`src/rtl/adc_tone_meter_if.sv`:
```
// Sample and measurement bundle between the ADC capture logic and the tone meter.
// The master drives the ADC/control side and receives the results.
interface adc_tone_meter_if #(
    parameter int unsigned DATA_WIDTH  = 14,
    parameter int unsigned GATE_WIDTH  = 27,
    parameter int unsigned COUNT_WIDTH = 24
);
    logic                   i_enable;
    logic                   i_valid;
    logic [DATA_WIDTH-1:0]  i_adc_data;
    logic                   i_adc_otr;
    logic [GATE_WIDTH-1:0]  i_gate_cycles;
    logic [DATA_WIDTH-1:0]  o_sample;
    logic                   o_sample_valid;
    logic [COUNT_WIDTH-1:0] o_crossings;
    logic [DATA_WIDTH-2:0]  o_peak;
    logic                   o_overrange;
    logic                   o_meas_valid;

    modport master (
        output i_enable, i_valid, i_adc_data, i_adc_otr, i_gate_cycles,
        input  o_sample, o_sample_valid, o_crossings, o_peak, o_overrange, o_meas_valid
    );

    modport slave (
        input  i_enable, i_valid, i_adc_data, i_adc_otr, i_gate_cycles,
        output o_sample, o_sample_valid, o_crossings, o_peak, o_overrange, o_meas_valid
    );
endinterface

```
`src/rtl/adc_tone_meter.sv`:
```
// ADC loopback tone meter: offset-binary to two's complement conversion, hysteresis
// zero-crossing counter, peak magnitude and over-range tracking over a gate window.
module adc_tone_meter #(
    parameter int unsigned DATA_WIDTH  = 14,
    parameter int unsigned GATE_WIDTH  = 27,
    parameter int unsigned COUNT_WIDTH = 24,
    parameter int unsigned HYST        = 64
) (
    input logic          i_clk,
    input logic          i_rst_n,
    adc_tone_meter_if.slave bus
);
    localparam int unsigned MAG_WIDTH = DATA_WIDTH - 1;
    localparam logic signed [DATA_WIDTH-1:0] HYST_POS = DATA_WIDTH'(HYST);
    localparam logic signed [DATA_WIDTH-1:0] HYST_NEG = -HYST_POS;

    typedef enum logic [1:0] {S_IDLE, S_LOAD, S_MEASURE} gate_state_e;
    typedef enum logic [1:0] {C_UNKNOWN, C_POS, C_NEG} cmp_state_e;

    gate_state_e state_q, state_d;
    cmp_state_e  cmp_q, cmp_d;

    logic                   otr_q;
    logic [GATE_WIDTH-1:0]  gate_q, cnt_q, gate_clamp_c;
    logic [COUNT_WIDTH-1:0] cross_acc_q, cross_next_c;
    logic [MAG_WIDTH-1:0]   peak_acc_q, peak_next_c, mag_c;
    logic                   ovr_acc_q, ovr_next_c;
    logic                   load_c, last_c, rise_c, is_pos_c, is_neg_c;
    logic signed [DATA_WIDTH-1:0] sample_s;

    // Conversion stage; over-range is delayed alongside its sample
    always_ff @(posedge i_clk or negedge i_rst_n) begin
        if (!i_rst_n) begin
            bus.o_sample       <= '0;
            bus.o_sample_valid <= 1'b0;
            otr_q              <= 1'b0;
        end else begin
            bus.o_sample_valid <= bus.i_valid;
            otr_q              <= bus.i_valid & bus.i_adc_otr;
            if (bus.i_valid) begin
                bus.o_sample <= {~bus.i_adc_data[DATA_WIDTH-1], bus.i_adc_data[DATA_WIDTH-2:0]};
            end
        end
    end

    assign sample_s = $signed(bus.o_sample);
    assign is_pos_c = bus.o_sample_valid && (sample_s >= HYST_POS);
    assign is_neg_c = bus.o_sample_valid && (sample_s <= HYST_NEG);
    assign rise_c   = is_pos_c && (cmp_q == C_NEG);

    always_comb begin
        cmp_d = cmp_q;
        if (!bus.i_enable)  cmp_d = C_UNKNOWN;
        else if (is_pos_c)  cmp_d = C_POS;
        else if (is_neg_c)  cmp_d = C_NEG;
    end

    always_ff @(posedge i_clk or negedge i_rst_n) begin
        if (!i_rst_n) cmp_q <= C_UNKNOWN;
        else          cmp_q <= cmp_d;
    end

    // Magnitude with the most negative code saturated to the largest positive value
    always_comb begin
        mag_c = bus.o_sample[MAG_WIDTH-1:0];
        if (bus.o_sample[DATA_WIDTH-1]) begin
            if (bus.o_sample[MAG_WIDTH-1:0] == '0) mag_c = '1;
            else                                   mag_c = MAG_WIDTH'(-bus.o_sample);
        end
        if (!bus.o_sample_valid) mag_c = '0;
    end

    assign gate_clamp_c = (bus.i_gate_cycles < GATE_WIDTH'(2)) ? GATE_WIDTH'(2) : bus.i_gate_cycles;
    assign cross_next_c = (rise_c && (cross_acc_q != '1)) ? cross_acc_q + COUNT_WIDTH'(1) : cross_acc_q;
    assign peak_next_c  = (mag_c > peak_acc_q) ? mag_c : peak_acc_q;
    assign ovr_next_c   = ovr_acc_q | otr_q;

    always_comb begin
        state_d = state_q;
        load_c  = 1'b0;
        last_c  = 1'b0;
        unique case (state_q)
            S_IDLE:    if (bus.i_enable) state_d = S_LOAD;
            S_LOAD:    begin
                load_c  = 1'b1;
                state_d = S_MEASURE;
            end
            S_MEASURE: last_c = (cnt_q == gate_q - GATE_WIDTH'(1));
            default:   state_d = S_IDLE;
        endcase
        // Disable wins everywhere and discards the partial window
        if (!bus.i_enable) begin
            state_d = S_IDLE;
            load_c  = 1'b0;
            last_c  = 1'b0;
        end
    end

    always_ff @(posedge i_clk or negedge i_rst_n) begin
        if (!i_rst_n) state_q <= S_IDLE;
        else          state_q <= state_d;
    end

    // Window accumulators and result registers; a new window starts on the result cycle
    always_ff @(posedge i_clk or negedge i_rst_n) begin
        if (!i_rst_n) begin
            gate_q           <= '0;
            cnt_q            <= '0;
            cross_acc_q      <= '0;
            peak_acc_q       <= '0;
            ovr_acc_q        <= 1'b0;
            bus.o_crossings  <= '0;
            bus.o_peak       <= '0;
            bus.o_overrange  <= 1'b0;
            bus.o_meas_valid <= 1'b0;
        end else begin
            bus.o_meas_valid <= last_c;
            if (load_c) begin
                gate_q      <= gate_clamp_c;
                cnt_q       <= '0;
                cross_acc_q <= '0;
                peak_acc_q  <= '0;
                ovr_acc_q   <= 1'b0;
            end else if (last_c) begin
                bus.o_crossings <= cross_next_c;
                bus.o_peak      <= peak_next_c;
                bus.o_overrange <= ovr_next_c;
                gate_q          <= gate_clamp_c;
                cnt_q           <= '0;
                cross_acc_q     <= '0;
                peak_acc_q      <= '0;
                ovr_acc_q       <= 1'b0;
            end else if ((state_q == S_MEASURE) && bus.i_enable) begin
                cnt_q       <= cnt_q + GATE_WIDTH'(1);
                cross_acc_q <= cross_next_c;
                peak_acc_q  <= peak_next_c;
                ovr_acc_q   <= ovr_next_c;
            end
        end
    end
endmodule

```
`src/flat_wrapper.sv`:
```
// flat-port wrapper written by rule: the top's interface ports become plain ports
module adc_tone_meter_flat 
#(
    parameter int unsigned DATA_WIDTH  = 14,
    parameter int unsigned GATE_WIDTH  = 27,
    parameter int unsigned COUNT_WIDTH = 24,
    parameter int unsigned HYST        = 64
)
  (i_clk, i_rst_n, bus_i_enable, bus_i_valid, bus_i_adc_data, bus_i_adc_otr, bus_i_gate_cycles, bus_o_sample, bus_o_sample_valid, bus_o_crossings, bus_o_peak, bus_o_overrange, bus_o_meas_valid);
  adc_tone_meter_if #(.DATA_WIDTH(DATA_WIDTH), .GATE_WIDTH(GATE_WIDTH), .COUNT_WIDTH(COUNT_WIDTH)) bus_i ();
  input logic i_clk;
  input logic i_rst_n;
  input wire logic [$bits(bus_i.i_enable)-1:0] bus_i_enable;
  input wire logic [$bits(bus_i.i_valid)-1:0] bus_i_valid;
  input wire logic [$bits(bus_i.i_adc_data)-1:0] bus_i_adc_data;
  input wire logic [$bits(bus_i.i_adc_otr)-1:0] bus_i_adc_otr;
  input wire logic [$bits(bus_i.i_gate_cycles)-1:0] bus_i_gate_cycles;
  output wire logic [$bits(bus_i.o_sample)-1:0] bus_o_sample;
  output wire logic [$bits(bus_i.o_sample_valid)-1:0] bus_o_sample_valid;
  output wire logic [$bits(bus_i.o_crossings)-1:0] bus_o_crossings;
  output wire logic [$bits(bus_i.o_peak)-1:0] bus_o_peak;
  output wire logic [$bits(bus_i.o_overrange)-1:0] bus_o_overrange;
  output wire logic [$bits(bus_i.o_meas_valid)-1:0] bus_o_meas_valid;
  assign bus_i.i_enable = bus_i_enable;
  assign bus_i.i_valid = bus_i_valid;
  assign bus_i.i_adc_data = bus_i_adc_data;
  assign bus_i.i_adc_otr = bus_i_adc_otr;
  assign bus_i.i_gate_cycles = bus_i_gate_cycles;
  assign bus_o_sample = bus_i.o_sample;
  assign bus_o_sample_valid = bus_i.o_sample_valid;
  assign bus_o_crossings = bus_i.o_crossings;
  assign bus_o_peak = bus_i.o_peak;
  assign bus_o_overrange = bus_i.o_overrange;
  assign bus_o_meas_valid = bus_i.o_meas_valid;
  adc_tone_meter #(.DATA_WIDTH(DATA_WIDTH), .GATE_WIDTH(GATE_WIDTH), .COUNT_WIDTH(COUNT_WIDTH), .HYST(HYST)) u_core (.i_clk(i_clk), .i_rst_n(i_rst_n), .bus(bus_i));
endmodule
```
`config.mk`:
```
export PLATFORM = sky130hd
export DESIGN_NAME = adc_tone_meter_flat
export DESIGN_NICKNAME = d
export VERILOG_FILES = /design/src/rtl/adc_tone_meter_if.sv /design/src/rtl/adc_tone_meter.sv /design/src/flat_wrapper.sv
export SDC_FILE = /design/constraint.sdc
export NUM_CORES = 1
export LEC_CHECK = 0
export BUFFER_PORTS_ARGS = -buffer_cell sky130_fd_sc_hd__buf_4
export CORE_ASPECT_RATIO = 0.75
export CORE_UTILIZATION = 60
export CTS_CLUSTER_SIZE = 40
export DETAILED_ROUTE_END_ITERATION = 8
export PLACE_DENSITY = 0.82
export SLEW_MARGIN = 20
export SYNTH_ARGS = -nofsm -noshare
export SYNTH_HDL_FRONTEND = slang
export SYNTH_SLANG_ARGS = --single-unit
```
`constraint.sdc`:
```
create_clock -name i_clk -period 13.65 [get_ports i_clk]
set_input_delay 0.6825 -clock i_clk [delete_from_list [all_inputs] [get_ports i_clk]]
set_output_delay 0.6825 -clock i_clk [all_outputs]
set_load 0.01 [all_outputs]
```
# == Yosys cells after proc, flatten, opt, wreduce, memory -nomap -nowiden ==
# Cells that the tools add are included.
# totals
reg_bits,151
inputBits,46
output_inout_bits,54
elab_cells,72
# classes
addsub,4
n_lt_le_gt_ge,4
eq_ne,7
muxes,29
bitwise_logic,4
reduce_logical,10
# ops
operator,n
27-bit two-way mux,6
24-bit two-way mux,4
13-bit two-way mux,7
"27-bit by 1-bit adder with 27-bit output, second input constant",1
27-bit equality test,1
"27-bit by 2-bit less-than comparator with 1-bit output, second input constant",1
"27-bit by 1-bit subtractor with 27-bit output, second input constant",1
"24-bit by 1-bit adder with 24-bit output, second input constant",1
"24-bit != test, second input constant",1
"14-bit by 8-bit greater-or-equal comparator with 1-bit output, second input constant",1
"14-bit by 7-bit <= comparator with 1-bit output, second input constant",1
13-bit > comparator,1
13-bit logical NOT,1
13-bit negation,1
2-bit two-way mux,4
1-bit two-way mux,7
2-bit one-hot mux with 3 select lines,1
1-bit logical AND,5
"2-bit equality test, second input constant",2
"3-bit by 1-bit != test with 1-bit output, second input constant",1
3-bit nonzero test,1
"2-bit by 1-bit equality test with 1-bit output, second input constant",1
2-bit logical NOT,1
"2-bit != test, second input constant",1
5 further kinds,6

# == Longest topological paths before layout ==
# Gate-level depths: netlist (run 1).
# logic_depth
ltp_word,9
mapped_depth,17
mapped_depth_nobuf,15

# == Worst setup path before layout (run 1) ==
# OpenSTA, ideal clock, no wires.
# synth_path
kind,reg-to-reg
startpoint,register u_core.bus.o_sample[2]
endpoint,register u_core.peak_acc_q[7]
setup_ns,0.131
arrival_ns,4.501
required_ns,13.519
setup_slack_ns,9.018
stages_incl_launch_ff,17
path_buffers,2
period_less_slack_ns,4.632
cell_sequence,dfrtp_1 > nor4_1 > nand2_1 > or4_1 > nor3b_1 > clkbuf_1 > o21a_1 > ha_1 > a21o_1 > a21o_1 > a211oi_1 > o21ai_0 > a2111oi_0 > nor2_1 > clkbuf_1 > mux2i_1 > o22ai_1
# synth_via
elab_chain_cells,9
# synth_lines
element,line,text
from (decl),adc_tone_meter_if.sv:27,"output o_sample, o_sample_valid, o_crossings, o_peak, o_overrange, o_meas_valid"
from (signal assigned),adc_tone_meter.sv:41,"bus.o_sample <= {~bus.i_adc_data[DATA_WIDTH-1], bus.i_adc_data[DATA_WIDTH-2:0]};"
13-bit negation or 13-bit logical NOT (tied branches),"adc_tone_meter.sv:68, adc_tone_meter.sv:67",
13-bit two-way mux,adc_tone_meter.sv:67,if (bus.o_sample[MAG_WIDTH-1:0] == '0) mag_c = '1;
13-bit two-way mux (*),adc_tone_meter.sv:66,if (bus.o_sample[DATA_WIDTH-1]) begin
13-bit two-way mux (*),adc_tone_meter.sv:70,if (!bus.o_sample_valid) mag_c = '0;
13-bit > comparator,adc_tone_meter.sv:75,assign peak_next_c = (mag_c > peak_acc_q) ? mag_c : peak_acc_q;
13-bit two-way mux (*),adc_tone_meter.sv:75,
13-bit two-way mux (*),adc_tone_meter.sv:133,end else if ((state_q == S_MEASURE) && bus.i_enable) begin
13-bit two-way mux (*),adc_tone_meter.sv:124,end else if (last_c) begin
13-bit two-way mux (*),adc_tone_meter.sv:118,if (load_c) begin
to (signal assigned),adc_tone_meter.sv:136,peak_acc_q <= peak_next_c;
to (decl),adc_tone_meter.sv:26,"logic [MAG_WIDTH-1:0] peak_acc_q, peak_next_c, mag_c;"
# Every way passes the cells marked *; elsewhere a longest branch is shown, timed or not. The select of a mux whose other input is x is not followed.
# A chain may end at the register's enable or synchronous reset.

# == Worst setup path after layout (run 1) ==
# layout_path
startpoint,register u_core.bus.o_sample[2]
endpoint,register u_core.bus.o_peak[9]
# layout_via
elab_chain_cells,6
# layout_lines
element,line,text
13-bit negation or 13-bit logical NOT (tied branches),"adc_tone_meter.sv:68, adc_tone_meter.sv:67",
13-bit two-way mux,adc_tone_meter.sv:67,
13-bit two-way mux (*),adc_tone_meter.sv:66,
13-bit two-way mux (*),adc_tone_meter.sv:70,
13-bit > comparator,adc_tone_meter.sv:75,
13-bit two-way mux (*),adc_tone_meter.sv:75,
to (signal assigned),adc_tone_meter.sv:126,bus.o_peak <= peak_next_c;
to (decl),adc_tone_meter_if.sv:27,
# Every way passes the cells marked *; elsewhere a longest branch is shown, timed or not.

==> results_dict.tcl, run 1 <==
set metrics [dict create \
    status "finished, final reports clean" \
    synth_ff_type "dfrtp_1" \
    cp-end-kind "flip-flop" \
    postCtsResizedCells 0 \
    drv_cap 0 \
    die_x_um 139.7 \
    place_hpwl_mm 13.44 \
    critPathArrivalTime_ns 5.25 \
    routed-via-count 6868 \
    worst_ep_required_time_ns 13.94 \
    dieHeight_um 105.3 \
    netlist_area_um2 8538 \
    crit_path_start_kind "flip-flop" \
    cpPeakStageDelay_ns 0.85 \
    hp-class "in2async" \
    synthTopCellsByArea "dfrtp_1, xor2_1, xnor2_1, mux2_2, nand2_1" \
    ctsHtreeMaxLevel 4 \
    antenna_found_initial 0 \
    postCtsSetupRepairBufs 0 \
    p_per_area_nw_per_um2 145.6 \
    slew_headroom_pct 33.12 \
    skew_ns 0.01408 \
    rsz0062_at_grt "false" \
    track_usage_pct 27.60 \
    cpMostUsedCell "a21o_1" \
    synthCells 888 \
    core_um2 13800 \
    yosys_warnings 0 \
    numCtsBuffers 17 \
    drc 0 \
    avgSynthCellArea_um2 9.615 \
    ctsLongestPathBuffers 2 \
    die-area_um2 14720 \
    fmax_ghz 0.2013 \
    fin_setup_tns_ns 0 \
    p_leak_nw 4.399 \
    start_util_pct 61.89 \
    yosysSeqAreaShare_pct 44.26 \
    root_buffer "clkbuf_16" \
    post-synth-top-count-cell "dfrtp_1" \
    port_buffers 99 \
    place_inst 1122 \
    cts_tree "done" \
    final_cells 1155 \
    grt_pass1_vias 6510 \
    setup_viol 0 \
    slowest_stage "a2111oi_0" \
    via_per_inst 5.946 \
    drt.antenna.violating_nets 0 \
    overflow 0 \
    grt_pass1_wl_mm 32.59 \
    synth_edf_count 0 \
    crit_family "compound AO/OA/AOI/OAI gates" \
    worstSetupPathType "reg2reg" \
    ys_ff_latch 151 \
    drv_slew 0 \
    finalHoldViolations 0 \
    diodes 0 \
    area_growth_pct 16.69 \
    finalCritPeriodShare_pct 36.39 \
    path_buf_inv 1 \
    path_max_fanout 12 \
    yosysTopAreaCell "dfrtp_1" \
    gp_congestion 0.8960 \
    place_ws_ns 8.844 \
    wirelength_mm 19.62 \
    synth_top_area_share_pct 44.26 \
    clock-sinks 151 \
    timing.final.ws_setup_ns 8.682 \
    drtIter0Drc 507 \
    tightest_slew_ns 0.9779 \
    nNetsFinal 1030 \
    holdBufCountCts 0 \
    ys_async_sr_fraction_pct 100.0 \
    ys_top_cells_by_count "dfrtp_1, nand2_1, nor2_1, o21ai_0, xor2_1" \
    rows 37 \
    min_period_ns 4.968 \
    ios 100 \
    clkTransAtPathRegs_ns 0.06 \
    grt_max_degree 116 \
    wl_per_cell_um 16.98 \
    drtPass1Iterations 5 \
    ir_drop_uv 113.5 \
    synth.distinct_cells 66 \
    syn_nets 951 \
    clk_latency_ns 0.42 \
    drive_above_1_share_pct 19.39 \
    path_cells "nor4_1 > nand2_1 > or4_1 > nor3b_1 > buf_4 > o21a_1 > ha_1 > a21o_1 > a21o_1 > a211oi_1 > o21ai_0 > a2111oi_0 > nor2_1 > mux2_2 > mux2_1" \
]
worst paths after layout:
kind / endpoint / cells after the start / slack, ns / from
hold / removal: u_core.bus.o_crossings[13] / 1 / 0.33 / i_rst_n
setup / recovery: u_core.bus.o_peak[9] / 15 / 8.68 / u_core.bus.o_sample[2]
setup reg to reg: u_core.bus.o_peak[9] / 15 / 8.68 / u_core.bus.o_sample[2]
min in group i_clk: u_core.bus.o_sample[13] / 2 / 0.44 / bus_i_adc_data[13]
hold reg to reg: u_core.bus.o_crossings[12] / 2 / 0.48 / u_core.bus.o_crossings[12]
max in group asynchronous: u_core.bus.o_sample[8] / 2 / 11.97 / i_rst_n
state kept, by name, summed over array words and instances, names as in the netlist:
register / flops
u_core.bus.o_crossings: 24
u_core.bus.o_meas_valid: 1
u_core.bus.o_overrange: 1
u_core.bus.o_peak: 13
u_core.bus.o_sample: 14
u_core.bus.o_sample_valid: 1
u_core.cmp_q: 2
u_core.cnt_q: 27
u_core.cross_acc_q: 24
u_core.gate_q: 27
u_core.otr_q: 1
u_core.ovr_acc_q: 1
u_core.peak_acc_q: 13
u_core.state_q: 2
layout make-up:
class	instances	area, um^2
clock buffer	18	429.2
clock inverter	14	173.9
tap	175	219.0
multi-input combinational	660	4438
sequential	151	3779
inverter	32	120.1
timing repair buffer	105	804.5
fill	1029	3832
through the flow:
step | power [mW] | util, % | hold slack (ns) | area, um^2
finish | 1.451 | 72.22 | 0.3286 | 9963
global route | 1.525 | 72.22 | 0.3935 | 9963
CTS | 1.452 | 72.08 | 0.3546 | 9943
detailed placement | 0.9687 | 67.70 | 0.4713 | 9340
global placement | 0.9553 | 67.70 | 0.4625 | 9340
floorplan | 0.8619 | - | 0.3869 | 8538
per-layer routing:
layer | track usage [%] | vias to the layer above | wire length, um
met5 | 0 | - | 0
met3 | 5.952 | 19 | 1310
li1 | - | 3308 | -
met4 | 6.593 | 0 | 205
met2 | 41.25 | 218 | 8760
met1 | 40.91 | 3323 | 9340
power breakdown:
part | total, mW | switching (mW) | internal, mW | leakage [nW]
combinational | 0.378 | 0.201 | 0.176 | 2.11
clock | 0.481 | 0.192 | 0.289 | 0.283
sequential | 0.592 | 0.0878 | 0.504 | 2.00
total | 1.45 | 0.481 | 0.969 | 4.40
cells by family (layout without fill, tap and decap cells):
group	after synthesis	in the layout	share of synthesized area (%)
multiplexers	69	69	8.646
AO/OA/AOI/OAI	153	153	11.74
flip-flops	151	151	44.26
buffers and inverters	77	169	3.810
AND/OR/NAND/NOR	326	326	19.31
XOR/XNOR	95	95	9.745
adder cells (fa/ha/maj)	17	17	2.491
placed cells by master, fill, tap and decap left out, types with 6 or more instances in the layout:
cell type	netlist	layout
mux2_2	33	33
a32o_1	10	10
nand2_1	93	93
nor4_1	14	14
inv_1	32	32
a31oi_1	20	20
dfrtp_1	151	151
nor3_1	18	18
ha_1	17	17
o21a_1	12	12
mux2i_1	31	31
buf_4	3	103
clkbuf_16	0	17
xor2_1	49	49
nand2b_1	6	6
nand4_1	23	23
xnor2_1	46	46
and3_1	16	16
nand3_1	32	32
nor2_1	72	72
a21oi_1	11	11
o21ai_0	59	59
and2_1	6	6
or2_2	9	9
(Power assumes the default switching activity.)
==> run 2: changes to the inputs <==
--- a/config.mk
+++ b/config.mk
@@ -7,10 +7,10 @@
 export LEC_CHECK = 0
 export BUFFER_PORTS_ARGS = -buffer_cell sky130_fd_sc_hd__buf_4
 export CORE_ASPECT_RATIO = 0.75
-export CORE_UTILIZATION = 60
+export CORE_UTILIZATION = 59
 export CTS_CLUSTER_SIZE = 40
 export DETAILED_ROUTE_END_ITERATION = 8
-export PLACE_DENSITY = 0.82
+export PLACE_DENSITY = 0.81
 export SLEW_MARGIN = 20
 export SYNTH_ARGS = -nofsm -noshare
 export SYNTH_HDL_FRONTEND = slang
==> constraint.sdc (replaced) <==
create_clock -name i_clk -period 4.8 [get_ports i_clk]
set_input_delay 0.24 -clock i_clk [delete_from_list [all_inputs] [get_ports i_clk]]
set_output_delay 0.24 -clock i_clk [all_outputs]
set_load 0.01 [all_outputs]
==> results_dict.tcl, run 2 (synthesized netlist as in run 1, its figures left out) <==
set metrics [dict create \
    status "finished, final reports clean" \
    antenna_found_initial 0 \
    p_sw_mw 1.412 \
    path_max_fanout 7 \
    p_per_area_nw_per_um2 414.7 \
    root_buffer "clkbuf_16" \
    postCtsSetupRepairBufs 0 \
    clock-sinks 151 \
    gp_congestion 0.9005 \
    ctsHtreeMaxLevel 4 \
    via_per_inst 5.914 \
    drive_above_1_share_pct 19.80 \
    final_common_cell "dfrtp_1" \
    comb_power_share_pct 26.6 \
    crit_path_start_kind "flip-flop" \
    skew_ns 0.01413 \
    final_cells 1180 \
    critPathArrivalTime_ns 4.79 \
    drv_slew 0 \
    wl_per_cell_um 17.25 \
    worstSetupPathType "reg2reg" \
    slew_headroom_pct 34.84 \
    grt_max_degree 108 \
    fmax_ghz 0.2229 \
    clkTransAtPathRegs_ns 0.06 \
    nNetsFinal 1035 \
    area_growth_pct 17.39 \
    drv_cap 0 \
    cp-end-kind "flip-flop" \
    postLayoutCoreUtil_pct 71.93 \
    ctsLongestPathBuffers 2 \
    switching_share_pct 33.96 \
    place_hpwl_mm 13.72 \
    routed-via-count 6978 \
    rows 37 \
    core_um2 13930 \
    tightest_slew_ns 0.9774 \
    p_seq_share_pct 40.6 \
    die-area_um2 14960 \
    ir_drop_uv 282.2 \
    drtIter0Drc 543 \
    grt_pass1_wl_mm 34.01 \
    min_period_ns 4.486 \
    ff_latch_area_um2 3779 \
    drt.antenna.violating_nets 0 \
    p_int_mw 2.745 \
    finalCritPeriodShare_pct 93.46 \
    overflow 0 \
    dieHeight_um 106.2 \
    finalHoldViolations 0 \
    hp-class "in2reg" \
    power_frac_clock_pct 32.8 \
    cpPeakStageDelay_ns 0.55 \
    port_buffers 99 \
    top_regs "u_core.cnt_q: 27 flops, u_core.gate_q: 27 flops" \
    die_x_um 140.9 \
    cpMostUsedCell "a21o_1" \
    fin_setup_tns_ns 0 \
    drtPass1Iterations 6 \
    wirelength_mm 20.35 \
    p_leak_nw 4.418 \
    clk_latency_ns 0.43 \
    start_util_pct 61.27 \
    cts_tree "done" \
    diodes 0 \
    rsz0062_at_grt "false" \
    track_usage_pct 28.97 \
    path_cells "nor4_2 > nand2_1 > or4_1 > nor3b_2 > o21a_1 > ha_1 > a21o_1 > a21o_1 > a211oi_1 > o21ai_0 > a2111oi_0 > buf_4 > nor2_1 > mux2_2 > mux2_1" \
    grt_pass1_vias 6881 \
    numCtsBuffers 17 \
    worst_ep_required_time_ns 5.11 \
    place_inst 1146 \
    slowest_stage "or4_1" \
    power_mw 4.157 \
    num-fill-cells 1022 \
    drc 0 \
    setup_viol 0 \
    multi_input_area_um2 4449 \
    final_cell_mix "dfrtp_1, buf_4, nand2_1" \
    ios 100 \
]
[run 2: power groups by stage]
stage	combinational (mW)	clock (mW)	sequential, mW
after floorplan	0.841	0	1.61
after global placement	1.04	0	1.69
after detailed placement	1.07	0	1.70
after CTS	1.10	1.37	1.68
after global routing	1.22	1.42	1.71
final	1.11	1.36	1.69
[run 2: repair_timing]
action,4_1_cts,5_1_grt
hold buffers,2,0
setup endpoints to repair,0,23
endpoints found under the hold margin,50,0
gates resized for setup,0,2
[run 2: per-stage QoR]
step                cell area (um^2)  worst slack (ns)  hold slack [ns]
finish                         10020            0.3139          0.02611
global route                   10020           0.03662          0.03392
CTS                            10010            0.2003          0.02711
detailed placement              9395            0.4140           0.4185
global placement                9395            0.5405           0.4168
floorplan                       8538            0.1681         -0.05559
[run 2: critical path, delay by kind of cell (launching register included)]
kind / cells / cell delay [ns]
adders and majority gates: 1 / 0.27
AOI/OAI and AO/OA: 6 / 1.45
and+or+nand+nor: 5 / 1.39
DFF: 1 / 0.48
muxes: 2 / 0.58
buffers and inverters: 1 / 0.19
[run 2: final timing paths]
| check | startpoint | endpoint | slack, ns | cells after the start |
|---|---|---|---|---|
| min in group asynchronous | i_rst_n | u_core.bus.o_crossings[14] | 0.48 | 2 |
| worst min register to register | u_core.bus.o_crossings[6] | u_core.bus.o_crossings[6] | 0.48 | 2 |
| worst max register to register | u_core.bus.o_sample[2] | u_core.bus.o_peak[9] | 0.31 | 15 |
| worst min-delay path | bus_i_adc_data[1] | u_core.bus.o_sample[1] | 0.03 | 3 |
| worst max-delay path | u_core.bus.o_sample[2] | u_core.bus.o_peak[9] | 0.31 | 15 |
| max in group asynchronous | i_rst_n | u_core.gate_q[7] | 3.21 | 3 |
[run 2: metal layers]
layer  track usage [%]  routed length [um]  share of wire, %  vias up
met3             6.802                1498               7.4       26
met5                 0                   0                 0        -
li1                  -                   -                 -     3327
met1             40.23                9187                45     3377
met2             45.24                9397                46      248
met4             8.851                 269               1.3        0
[run 2: area by class of cell]
class / instances / area share (%)
Tap cell: 195 / 2.434
Inverter: 32 / 1.198
Sequential cell: 151 / 37.70
Clock inverter: 12 / 1.398
Multi-Input combinational cell: 660 / 44.39
Timing Repair Buffer: 110 / 8.326
Clock buffer: 20 / 4.556
==> run 3: changes to the inputs <==
--- a/config.mk
+++ b/config.mk
@@ -7,10 +7,10 @@
 export LEC_CHECK = 0
 export BUFFER_PORTS_ARGS = -buffer_cell sky130_fd_sc_hd__buf_4
 export CORE_ASPECT_RATIO = 0.75
-export CORE_UTILIZATION = 59
+export CORE_UTILIZATION = 49
 export CTS_CLUSTER_SIZE = 40
 export DETAILED_ROUTE_END_ITERATION = 8
-export PLACE_DENSITY = 0.81
+export PLACE_DENSITY = 0.69
 export SLEW_MARGIN = 20
 export SYNTH_ARGS = -nofsm -noshare
 export SYNTH_HDL_FRONTEND = slang
==> results_dict.tcl, run 3 (synthesized netlist as in run 1, its figures left out) <==
set metrics [dict create \
    wirelength_mm 19.64 \
    path_max_fanout 7 \
    drive_above_1_share_pct 19.45 \
    cp_num_cells 15 \
    drc 0 \
    r2r_cells 15 \
    rows 41 \
    overflow 0 \
    setup_viol 0 \
    min_period_ns 4.342 \
    num-fill-cells 1448 \
    cpMostUsedCell "a21o_1" \
    via_per_inst 5.634 \
    p_int_mw 2.848 \
    slowest_stage "or4_1" \
    cp-end-kind "flip-flop" \
    drtIter0Drc 393 \
    fin_setup_tns_ns 0 \
    top_regs "u_core.cnt_q: 27 flops, u_core.gate_q: 27 flops" \
    violations "hold timing" \
    wl_met2_mm 8.469 \
    drt.antenna.violating_nets 0 \
    gp_congestion 0.8574 \
    drv_slew 0 \
    drv_cap 0 \
    timing.final.ws_setup_ns 0.4584 \
    core_um2 16930 \
    root_buffer "clkbuf_16" \
    hp-class "in2async" \
    cpPeakStageDelay_ns 0.51 \
    met1Wirelength_mm 9.817 \
    status "finished, violations left" \
    rsz0062_at_grt "false" \
    p_sw_mw 1.343 \
    critPathArrivalTime_ns 4.64 \
    tightest_slew_ns 0.9016 \
    antenna_found_initial 0 \
    postCtsResizedCells 0 \
    worstSetupPathType "reg2reg" \
    die-area_um2 17960 \
    final_common_cell "dfrtp_1" \
    ctsHtreeMaxLevel 4 \
    place_ws_ns 0.4760 \
    start_util_pct 50.44 \
    p_seq_share_pct 40.3 \
    ios 100 \
    postLayoutCoreUtil_pct 59.42 \
    crit_path_start_kind "flip-flop" \
    wl_per_cell_um 16.40 \
    power_frac_clock_pct 33.9 \
    diodes 0 \
    routed-via-count 6744 \
    slew_headroom_pct 39.89 \
    switching_share_pct 32.05 \
    track_usage_pct 22.86 \
    comb_power_share_pct 25.8 \
    nNetsFinal 1035 \
    path_cells "nor4_1 > nand2_1 > or4_1 > nor3b_1 > o21a_1 > ha_1 > a21o_1 > a21o_1 > a211oi_1 > o21ai_0 > a2111oi_0 > buf_4 > nor2_1 > mux2_2 > mux2_1" \
    dieHeight_um 116.3 \
    clk_latency_ns 0.42 \
    numCtsBuffers 17 \
    top_layer "met4" \
    path_buf_inv 1 \
    grt_max_degree 115 \
    clock-sinks 151 \
    cts_tree "done" \
    ctsLongestPathBuffers 2 \
    crit_family "simple AND/OR/NAND/NOR gates" \
    fmax_ghz 0.2303 \
    finalHoldViolations 66 \
    final_cell_mix "dfrtp_1, buf_4, nand2_1" \
    die_x_um 154.4 \
    place_hpwl_mm 13.58 \
    grt_pass1_vias 6313 \
    area_growth_pct 17.80 \
    skew_ns 0.008792 \
    finalCritPeriodShare_pct 90.45 \
    port_buffers 99 \
    grt_pass1_wl_mm 32.37 \
    p_per_area_nw_per_um2 416.6 \
    clkTransAtPathRegs_ns 0.06 \
    ir_drop_uv 263.2 \
    worst_ep_required_time_ns 5.10 \
    met3RoutedLength_mm 1.210 \
    drtPass1Iterations 7 \
    p_leak_nw 4.427 \
    hold-worst-slack_ns -0.06026 \
]
==> run 3: what timing repair did <==
| action | CTS | global route |
|---|---|---|
| hold buffers | 1 | 0 |
| setup buffers | 0 | 0 |
| endpoints found under the hold margin | 1 | 0 |
==> run 3: per-stage QoR <==
stage / cell area, um^2 / power (mW) / cells
after global placement: 9428 / 2.747 / 1167
final: 10060 / 4.190 / 1197
after global routing: 10060 / 4.419 / 1197
after floorplan: 8538 / 2.451 / 888
after CTS: 10060 / 4.207 / 1197
after detailed placement: 9428 / 2.769 / 1167
==> run 3: cell type report <==
type / count / area (um^2) / area share (%)
Clock buffer: 21 / 470.5 / 4.677
Clock inverter: 8 / 147.6 / 1.468
Inverter: 32 / 120.1 / 1.194
Multi-Input combinational cell: 660 / 4438 / 44.12
Sequential cell: 151 / 3779 / 37.57
Tap cell: 215 / 269.0 / 2.674
Timing Repair Buffer: 110 / 834.6 / 8.297
==> run 3: path summary, 6_finish.rpt <==
path                                         from                          to  slack [ns]
max                        u_core.bus.o_sample[2]        u_core.bus.o_peak[9]        0.46
min                                       i_rst_n  u_core.bus.o_crossings[12]       -0.06
max reg2reg                u_core.bus.o_sample[2]        u_core.bus.o_peak[9]        0.46
min reg2reg                  u_core.bus.o_peak[5]        u_core.bus.o_peak[5]        0.48
max in group asynchronous                 i_rst_n            u_core.gate_q[9]        3.77
min in group i_clk              bus_i_adc_data[1]      u_core.bus.o_sample[1]        0.02
==> run 3: power by group through the flow <==
stage / logic, mW / registers [mW] / clock network, mW
global placement: 1.05 / 1.70 / 0
finish: 1.08 / 1.69 / 1.42
detailed placement: 1.06 / 1.71 / 0
floorplan: 0.841 / 1.61 / 0
CTS: 1.08 / 1.68 / 1.44
global route: 1.20 / 1.72 / 1.50
==> run 3: metal layers <==
layer  vias up  GRT usage (%)
li1       3317              -
met1      3217          33.91
met2       193          33.57
met3        17          5.788
met4         0          5.347
met5         -              0
